### src/rtl/frv_bitwise_wb.sv
// frv_bitwise_wb
// Write-back stage for the bitwise unit. It takes a 32- or 64-bit result
// and turns it into one or two GPR write requests. The high half of a
// 64-bit result goes to rd+HI_OFFSET (mod 32). Writes to x0 are suppressed
// and complete immediately. A new result can be accepted in the same cycle
// that the final write of the current one completes.

module frv_bitwise_wb #(
   parameter int HI_OFFSET = 1
) (
   input  logic        g_clk,
   input  logic        g_reset,
   input  logic        flush,
   input  logic        s_valid,
   output logic        s_ready,
   input  logic        s_wide,
   input  logic [4:0]  s_rd,
   input  logic [63:0] s_result,
   output logic        gpr_wen,
   output logic [4:0]  gpr_addr,
   output logic [31:0] gpr_wdata,
   input  logic        gpr_ack,
   output logic        busy
);

   localparam logic [4:0] HiOffset = 5'(HI_OFFSET);

   typedef enum logic [1:0] {
      IDLE  = 2'd0,
      WR_LO = 2'd1,
      WR_HI = 2'd2
   } state_e;

   state_e      state_q, state_d;
   logic [4:0]  rd_q;
   logic [31:0] hi_q;
   logic [31:0] lo_q;
   logic        wide_q;

   logic [4:0]  hiAddr;
   logic        writeDone;
   logic        finalDone;
   logic        accept;

   // The 5-bit add wraps naturally, which gives the mod-32 high-half address
   assign hiAddr = rd_q + HiOffset;

   // Drive the GPR write port from the holding registers; flush kills the
   // request in the same cycle and x0 is never written
   always_comb begin
      gpr_wen   = 1'b0;
      gpr_addr  = '0;
      gpr_wdata = '0;
      unique case (state_q)
         WR_LO: begin
            gpr_addr  = rd_q;
            gpr_wdata = lo_q;
            gpr_wen   = (rd_q != 5'd0) && !flush;
         end
         WR_HI: begin
            gpr_addr  = hiAddr;
            gpr_wdata = hi_q;
            gpr_wen   = (hiAddr != 5'd0) && !flush;
         end
         default: begin
            gpr_wen   = 1'b0;
            gpr_addr  = '0;
            gpr_wdata = '0;
         end
      endcase
   end

   // A write finishes on ack, or at once when it targets x0; the last write
   // of a result frees the stage so the next result can be taken this cycle
   always_comb begin
      writeDone = (state_q != IDLE) && !flush && (gpr_ack || (gpr_addr == 5'd0));
      finalDone = writeDone && ((state_q == WR_HI) || ((state_q == WR_LO) && !wide_q));
      s_ready   = ((state_q == IDLE) || finalDone) && !g_reset && !flush;
      accept    = s_valid && s_ready;
      busy      = (state_q != IDLE);
   end

   // Next-state selection: flush wins from any state, otherwise step through
   // the low write, the optional high write, and chain straight into a new
   // result when one is accepted on the final completion
   always_comb begin
      state_d = state_q;
      if (flush) begin
         state_d = IDLE;
      end else begin
         unique case (state_q)
            IDLE: begin
               if (accept) state_d = WR_LO;
            end
            WR_LO: begin
               if (writeDone) begin
                  if (wide_q)      state_d = WR_HI;
                  else if (accept) state_d = WR_LO;
                  else             state_d = IDLE;
               end
            end
            WR_HI: begin
               if (writeDone) begin
                  if (accept) state_d = WR_LO;
                  else        state_d = IDLE;
               end
            end
            default: state_d = IDLE;
         endcase
      end
   end

   // State register
   always_ff @(posedge g_clk) begin
      if (g_reset) begin
         state_q <= IDLE;
      end else begin
         state_q <= state_d;
      end
   end

   // Holding registers capture the incoming result on every accept
   always_ff @(posedge g_clk) begin
      if (g_reset) begin
         rd_q   <= '0;
         hi_q   <= '0;
         lo_q   <= '0;
         wide_q <= 1'b0;
      end else if (accept) begin
         rd_q   <= s_rd;
         hi_q   <= s_result[63:32];
         lo_q   <= s_result[31:0];
         wide_q <= s_wide;
      end
   end

endmodule

### config.mk
export PLATFORM = sky130hd
export DESIGN_NAME = frv_bitwise_wb
export DESIGN_NICKNAME = d
export VERILOG_FILES = /design/src/rtl/frv_bitwise_wb.sv
export SDC_FILE = /design/constraint.sdc
export NUM_CORES = 1
export LEC_CHECK = 0
export ABC_AREA = 1
export BUFFER_PORTS_ARGS = -buffer_cell sky130_fd_sc_hd__clkbuf_2
export CAP_MARGIN = 20
export CORE_AREA = 2 2 86 88
export CTS_CLUSTER_DIAMETER = 200
export DETAILED_ROUTE_END_ITERATION = 8
export DIE_AREA = 0 0 88 90
export HOLD_SLACK_MARGIN = 0.12
export PLACE_DENSITY = 0.76
export SETUP_SLACK_MARGIN = 0.05
export SLEW_MARGIN = 25
export SYNTH_ARGS = -nofsm -noshare
export SYNTH_HDL_FRONTEND = slang
export SYNTH_SLANG_ARGS = --single-unit
### constraint.sdc
create_clock -name g_clk -period 2.6 [get_ports g_clk]
set_input_delay 0.13 -clock g_clk [delete_from_list [all_inputs] [get_ports g_clk]]
set_output_delay 0.13 -clock g_clk [all_outputs]
set_load 0.03 [all_outputs]
# == Word-level counts from Yosys, hierarchy flattened ==
# Index checks and enable logic that the tools add are counted.
# W data, S select, Z words.
# classes
mux,9
n_addsub,1
eq_ne,5
n_reduce_logical,22
# ops
op,count
$pmux W32 S2,1
$pmux W5 S2,1
$reduce_bool A5 Y1,2
$logic_and A1 B1 Y1,9
$mux W2,4
$ne A2 B2 Y1 const B,3
$pmux W2 S3,1
$add A5 B1 Y5 const B,1
$logic_not A5 Y1,1
$logic_not A1 Y1,3
$logic_or A1 B1 Y1,3
$reduce_and A3 Y1,1
$eq A2 B1 Y1 const B,1
$eq A2 B2 Y1 const B,1
$logic_not A2 Y1,1
$pmux W1 S2,1
$reduce_bool A2 Y1,1
$reduce_or A2 Y1,1
$mux W1,1
# word_totals
output_inout_bits,40
reg_bits,72
inputBits,75
wordCells,42

# == Logic depth before layout (Yosys ltp) ==
# logic_depth
ltp_word,14
depth_mapped,16
depth_no_buf,15

# == Worst setup path after synthesis ==
# Ideal clock, no wire load.
# synth_timing
kind,reg2reg
start,reg rd_q[0]
end,reg wide_q
path_stages_with_launch,17
path_slack_ns,0.512
required_ns,2.468
synth_period_minus_slack_ns,2.088
path_buffers,2
arrival_ns,1.956
setup_time_ns,0.132
cell_sequence,dfxtp_1 > inv_1 > ha_1 > nand2_1 > nand2_1 > nand2_1 > nand2_1 > a21oi_1 > nand3_1 > nand2_1 > nand3_2 > a21oi_4 > nand2_1 > buf_4 > buf_6 > nand2_1 > a21oi_1
# synth_via
elab_chain_len,10
# synth_lines
item,line_no,text
from (decl),35,logic [4:0] rd_q;
from (signal assigned),130,rd_q <= s_rd;
$add A5 B1 Y5,46,assign hiAddr = rd_q + HiOffset;
$pmux W5 S2 (*),54,unique case (state_q)
$logic_not A5 Y1 (*),76,writeDone = (state_q != IDLE) && !flush && (gpr_ack || (gpr_addr == 5'd0));
$logic_or A1 B1 Y1 (*),76,
$logic_and A1 B1 Y1 (*),76,
$logic_and A1 B1 Y1 (*),77,finalDone = writeDone && ((state_q == WR_HI) || ((state_q == WR_LO) && !wide_q));
$logic_or A1 B1 Y1 (*),78,s_ready = ((state_q == IDLE) || finalDone) && !g_reset && !flush;
$logic_and A1 B1 Y1 (*) (2 in series),78,
$logic_and A1 B1 Y1 (*),79,accept = s_valid && s_ready;
to (signal assigned),133,wide_q <= s_wide;
to (decl),38,logic wide_q;
# Every way passes the cells marked *; elsewhere a longest branch is shown, timed or not.
# A chain may end at the register's enable or synchronous reset.

# == Worst setup path after layout ==
# layout_timing
start,reg rd_q[0]
end,out s_ready
# layout_via
elab_chain_len,9
# layout_lines
item,line_no,text
$add A5 B1 Y5,46,
$pmux W5 S2 (*),54,
$logic_not A5 Y1 (*),76,
$logic_or A1 B1 Y1 (*),76,
$logic_and A1 B1 Y1 (*),76,
$logic_and A1 B1 Y1 (*),77,
$logic_or A1 B1 Y1 (*),78,
$logic_and A1 B1 Y1 (*) (2 in series),78,
to (decl),15,"output logic s_ready,"
# Marked as above.

==> run summary <==
OUTCOME
--------------------------------------------------------------------------------
Result of the run ................................................. finished, final reports clean

ROUTE
--------------------------------------------------------------------------------
Via density .......................................................         5.34
Routed WL .........................................................     12100 um
Initial DRC Count .................................................          277
Number of nets with antenna violations after routing ..............            0
Total iterations of the first detailed-routing run ................            5
DR DRC count ......................................................            0
Overall via count from detail_route ...............................         4139
Mean routed wirelength per cell ...................................      15.6 um

DIE
--------------------------------------------------------------------------------
Core area .........................................................    7020 um^2
Core Rows .........................................................           31
Initial cell density of the core ..................................        0.496
DIE AREA ..........................................................    7920 um^2
Num ports .........................................................          115
Die Span Y ........................................................        90 um
Chip Width ........................................................        88 um

CLOCK TREE
--------------------------------------------------------------------------------
TritonCTS clock tree ..............................................          yes
Max Buffers Root-to-Sink ..........................................            2
Clk root buf ...................................................... sky130_fd_sc_hd__clkbuf_8
Number of buffers created by CTS ..................................            9
Number of H-tree branching levels .................................            3
Number of sinks driven by the clock tree ..........................           72
Clock latency at the later pin of the worst-skew pair .............      0.34 ns
Clock Pin Slew Worst Setup and Hold Paths .........................      0.08 ns

STA
--------------------------------------------------------------------------------
Part of the cycle the worst path needs ............................        0.932
Total count of hold-check failures in the final report ............            0
Unrepaired setup endpoints after global routing ...................         true
Transition time of the tightest slew-check pin ....................     0.735 ns
Fmax ..............................................................      413 MHz
Max-slew violation total from the final report ....................            0
Final worst clock skew ............................................   0.00882 ns
Headroom to the max-slew limit ....................................        0.510
Final total negative setup slack ..................................         0 ns
Setup violators final .............................................            0
Period minus WS final .............................................      2.42 ns
Hold_ws ...........................................................     0.161 ns

CRITICAL PATH
--------------------------------------------------------------------------------
Arrival time of the worst setup path ..............................      2.29 ns
Maximum fanout along the worst path ...............................           10
Crit path from ....................................................      rd_q[0]
Slack of the worst reg-to-reg path ................................      0.20 ns
R2R Path Start ....................................................      rd_q[0]
WS Path Type ...................................................... flop to primary output
Required time worst endpoint ......................................      2.47 ns
CP startpoint kind ................................................         flop
Type of destination of the critical path .......................... primary output

POWER AND IR DROP
--------------------------------------------------------------------------------
Peak VDD IR .......................................................     0.327 mV
Power density normalized to cell area .............................  452 nW/um^2
Leak pwr ..........................................................      2.07 nW

LAYOUT
--------------------------------------------------------------------------------
Most common cell after layout, fill and taps aside ................ sky130_fd_sc_hd__nand2_1
Most frequent cells in the layout ................................. 155 x sky130_fd_sc_hd__nand2_1, 113 x sky130_fd_sc_hd__clkbuf_2, 104 x sky130_fd_sc_hd__a21oi_1
Post-route insts no fill ..........................................          775
Total number of nets in the final design ..........................          753
Inserted Diodes ...................................................            0
Layout cell share with drive strength beyond 1 ....................        0.241
Layout-stage area growth over the synthesis result ................        46.6%

GRT
--------------------------------------------------------------------------------
Largest net degree at the start of global routing .................           72
Number of antenna violations at the first check in global routing .            0
Global route overflow .............................................            0
Number of global-route vias before repair .........................         3995
Global-route total usage across every layer .......................        0.292
Global-route wire length before repair ............................     18400 um

LOGIC SYNTHESIS
--------------------------------------------------------------------------------
Post-Syn Nets .....................................................          580
Post-synthesis instance area ......................................    3480 um^2
Post-synthesis area per instance ..................................    7.00 um^2
Number of flip-flops and latches in the synthesized netlist .......           72
Sequential area share after synthesis .............................        0.414
Warnings from Yosys ...............................................            0
Number of unique standard cell types used by synthesis ............           23
Synthesized instance count ........................................          498

PLACEMENT
--------------------------------------------------------------------------------
Post-DP HPWL ......................................................      6300 um
Number of cells after detailed placement ..........................          677
Final GP Congestion ...............................................        0.860
Number of buffers inserted by port buffering ......................          114

WORST HOLD PATH
--------------------------------------------------------------------------------
Worst min-delay path class ........................................ input pin to flop
Hold wc startpoint ................................................      g_reset

FLOW RUN
--------------------------------------------------------------------------------
Maximum capacitance violations ....................................            0

flip-flops by register name, indices dropped and copies added (netlist names):
register,cells
lo_q,32
rd_q,5
hi_q,32
state_q,2
wide_q,1
metal layers:
metal | routed length [um] | vias up | track usage
li1 | - | 1999 | -
met1 | 4820 | 1893 | 0.355
met2 | 6050 | 210 | 0.484
met3 | 868 | 37 | 0.0588
met4 | 382 | 0 | 0.140
met5 | 0 | - | 0
synthesized netlist by cell type:
library cell,count,area share
sky130_fd_sc_hd__a22oi_1,1,0.0022
sky130_fd_sc_hd__a21oi_4,1,0.0047
sky130_fd_sc_hd__buf_1,4,0.0043
sky130_fd_sc_hd__nand3_1,72,0.10
sky130_fd_sc_hd__nand3_2,2,0.0057
sky130_fd_sc_hd__o21a_1,1,0.0022
sky130_fd_sc_hd__inv_1,18,0.019
sky130_fd_sc_hd__dfxtp_1,72,0.41
sky130_fd_sc_hd__ha_1,7,0.025
sky130_fd_sc_hd__nand4_1,4,0.0072
sky130_fd_sc_hd__a21oi_1,106,0.15
sky130_fd_sc_hd__nand2_1,157,0.17
sky130_fd_sc_hd__clkinv_1,1,0.0011
sky130_fd_sc_hd__inv_2,1,0.0011
sky130_fd_sc_hd__nor2_1,4,0.0043
sky130_fd_sc_hd__o311ai_0,1,0.0025
sky130_fd_sc_hd__o31ai_1,1,0.0022
sky130_fd_sc_hd__buf_6,10,0.032
sky130_fd_sc_hd__o21bai_1,5,0.011
sky130_fd_sc_hd__clkbuf_1,22,0.024
sky130_fd_sc_hd__buf_4,2,0.0043
sky130_fd_sc_hd__buf_2,4,0.0057
sky130_fd_sc_hd__o21ai_0,2,0.0029
cell families (layout without fill, tap and decap cells):
family,after synthesis,in the layout,share of synthesized area
AOI/OAI and AO/OA,118,118,0.180
DFF,72,72,0.414
and+or+nand+nor,239,239,0.290
buffers and inverters,62,240,0.0919
adders and majority gates,7,7,0.0251
critical path: stages (launching register included):
cell and delay (ns):
sky130_fd_sc_hd__dfxtp_4 0.39, sky130_fd_sc_hd__inv_1 0.07, sky130_fd_sc_hd__ha_1 0.29, sky130_fd_sc_hd__nand2_1 0.07
sky130_fd_sc_hd__nand2_1 0.05, sky130_fd_sc_hd__nand2_1 0.08, sky130_fd_sc_hd__nand2_1 0.06, sky130_fd_sc_hd__a21oi_1 0.11
sky130_fd_sc_hd__nand3_1 0.11, sky130_fd_sc_hd__nand2_2 0.08, sky130_fd_sc_hd__nand3_2 0.09, sky130_fd_sc_hd__a21oi_4 0.22
sky130_fd_sc_hd__buf_12 0.16, sky130_fd_sc_hd__clkbuf_4 0.19
what timing repair did:
item	4_1_cts	5_1_grt
endpoints found under the hold margin	70	0
cloned	2	4
setup buffers	2	4
hold buffers	70	0
setup endpoints to repair	1	69
resized for setup	3	11
pin swaps	1	2
final cells by class:
type	instances	area, um^2
multi-input combinational	364	1750
fill	553	1910
clock inverter	6	35.0
clock buffer	10	138
timing repair buffer	204	1540
tap	99	124
inverter	20	75.1
sequential	72	1450
where the power goes:
part | switching (mW) | internal (mW) | leakage [nW] | total (mW)
logic | 0.181 | 0.187 | 1.39 | 0.367
clock network | 0.414 | 0.365 | 0.0878 | 0.779
registers | 0.0245 | 1.14 | 0.587 | 1.16
total | 0.619 | 1.69 | 2.07 | 2.31
final timing paths:
kind / to / cells past startpoint
worst min-delay path: state_q[1] / 4
worst max-delay path: s_ready / 13
worst max register to register: rd_q[4] / 16
worst min register to register: hi_q[0] / 2
through the flow:
stage / util / worst slack, ns / cell area (um^2) / total power [mW]
2_1_floorplan: - / 0.512 / 3480 / 1.33
3_3_place_gp: 0.573 / 0.323 / 4020 / 1.41
3_5_place_dp: 0.573 / 0.186 / 4020 / 1.42
4_1_cts: 0.709 / 0.0523 / 4980 / 2.29
5_1_grt: 0.728 / 0.0242 / 5110 / 2.41
6_report: 0.728 / 0.177 / 5110 / 2.31
Note: power is estimated with default switching activity, not from simulation.
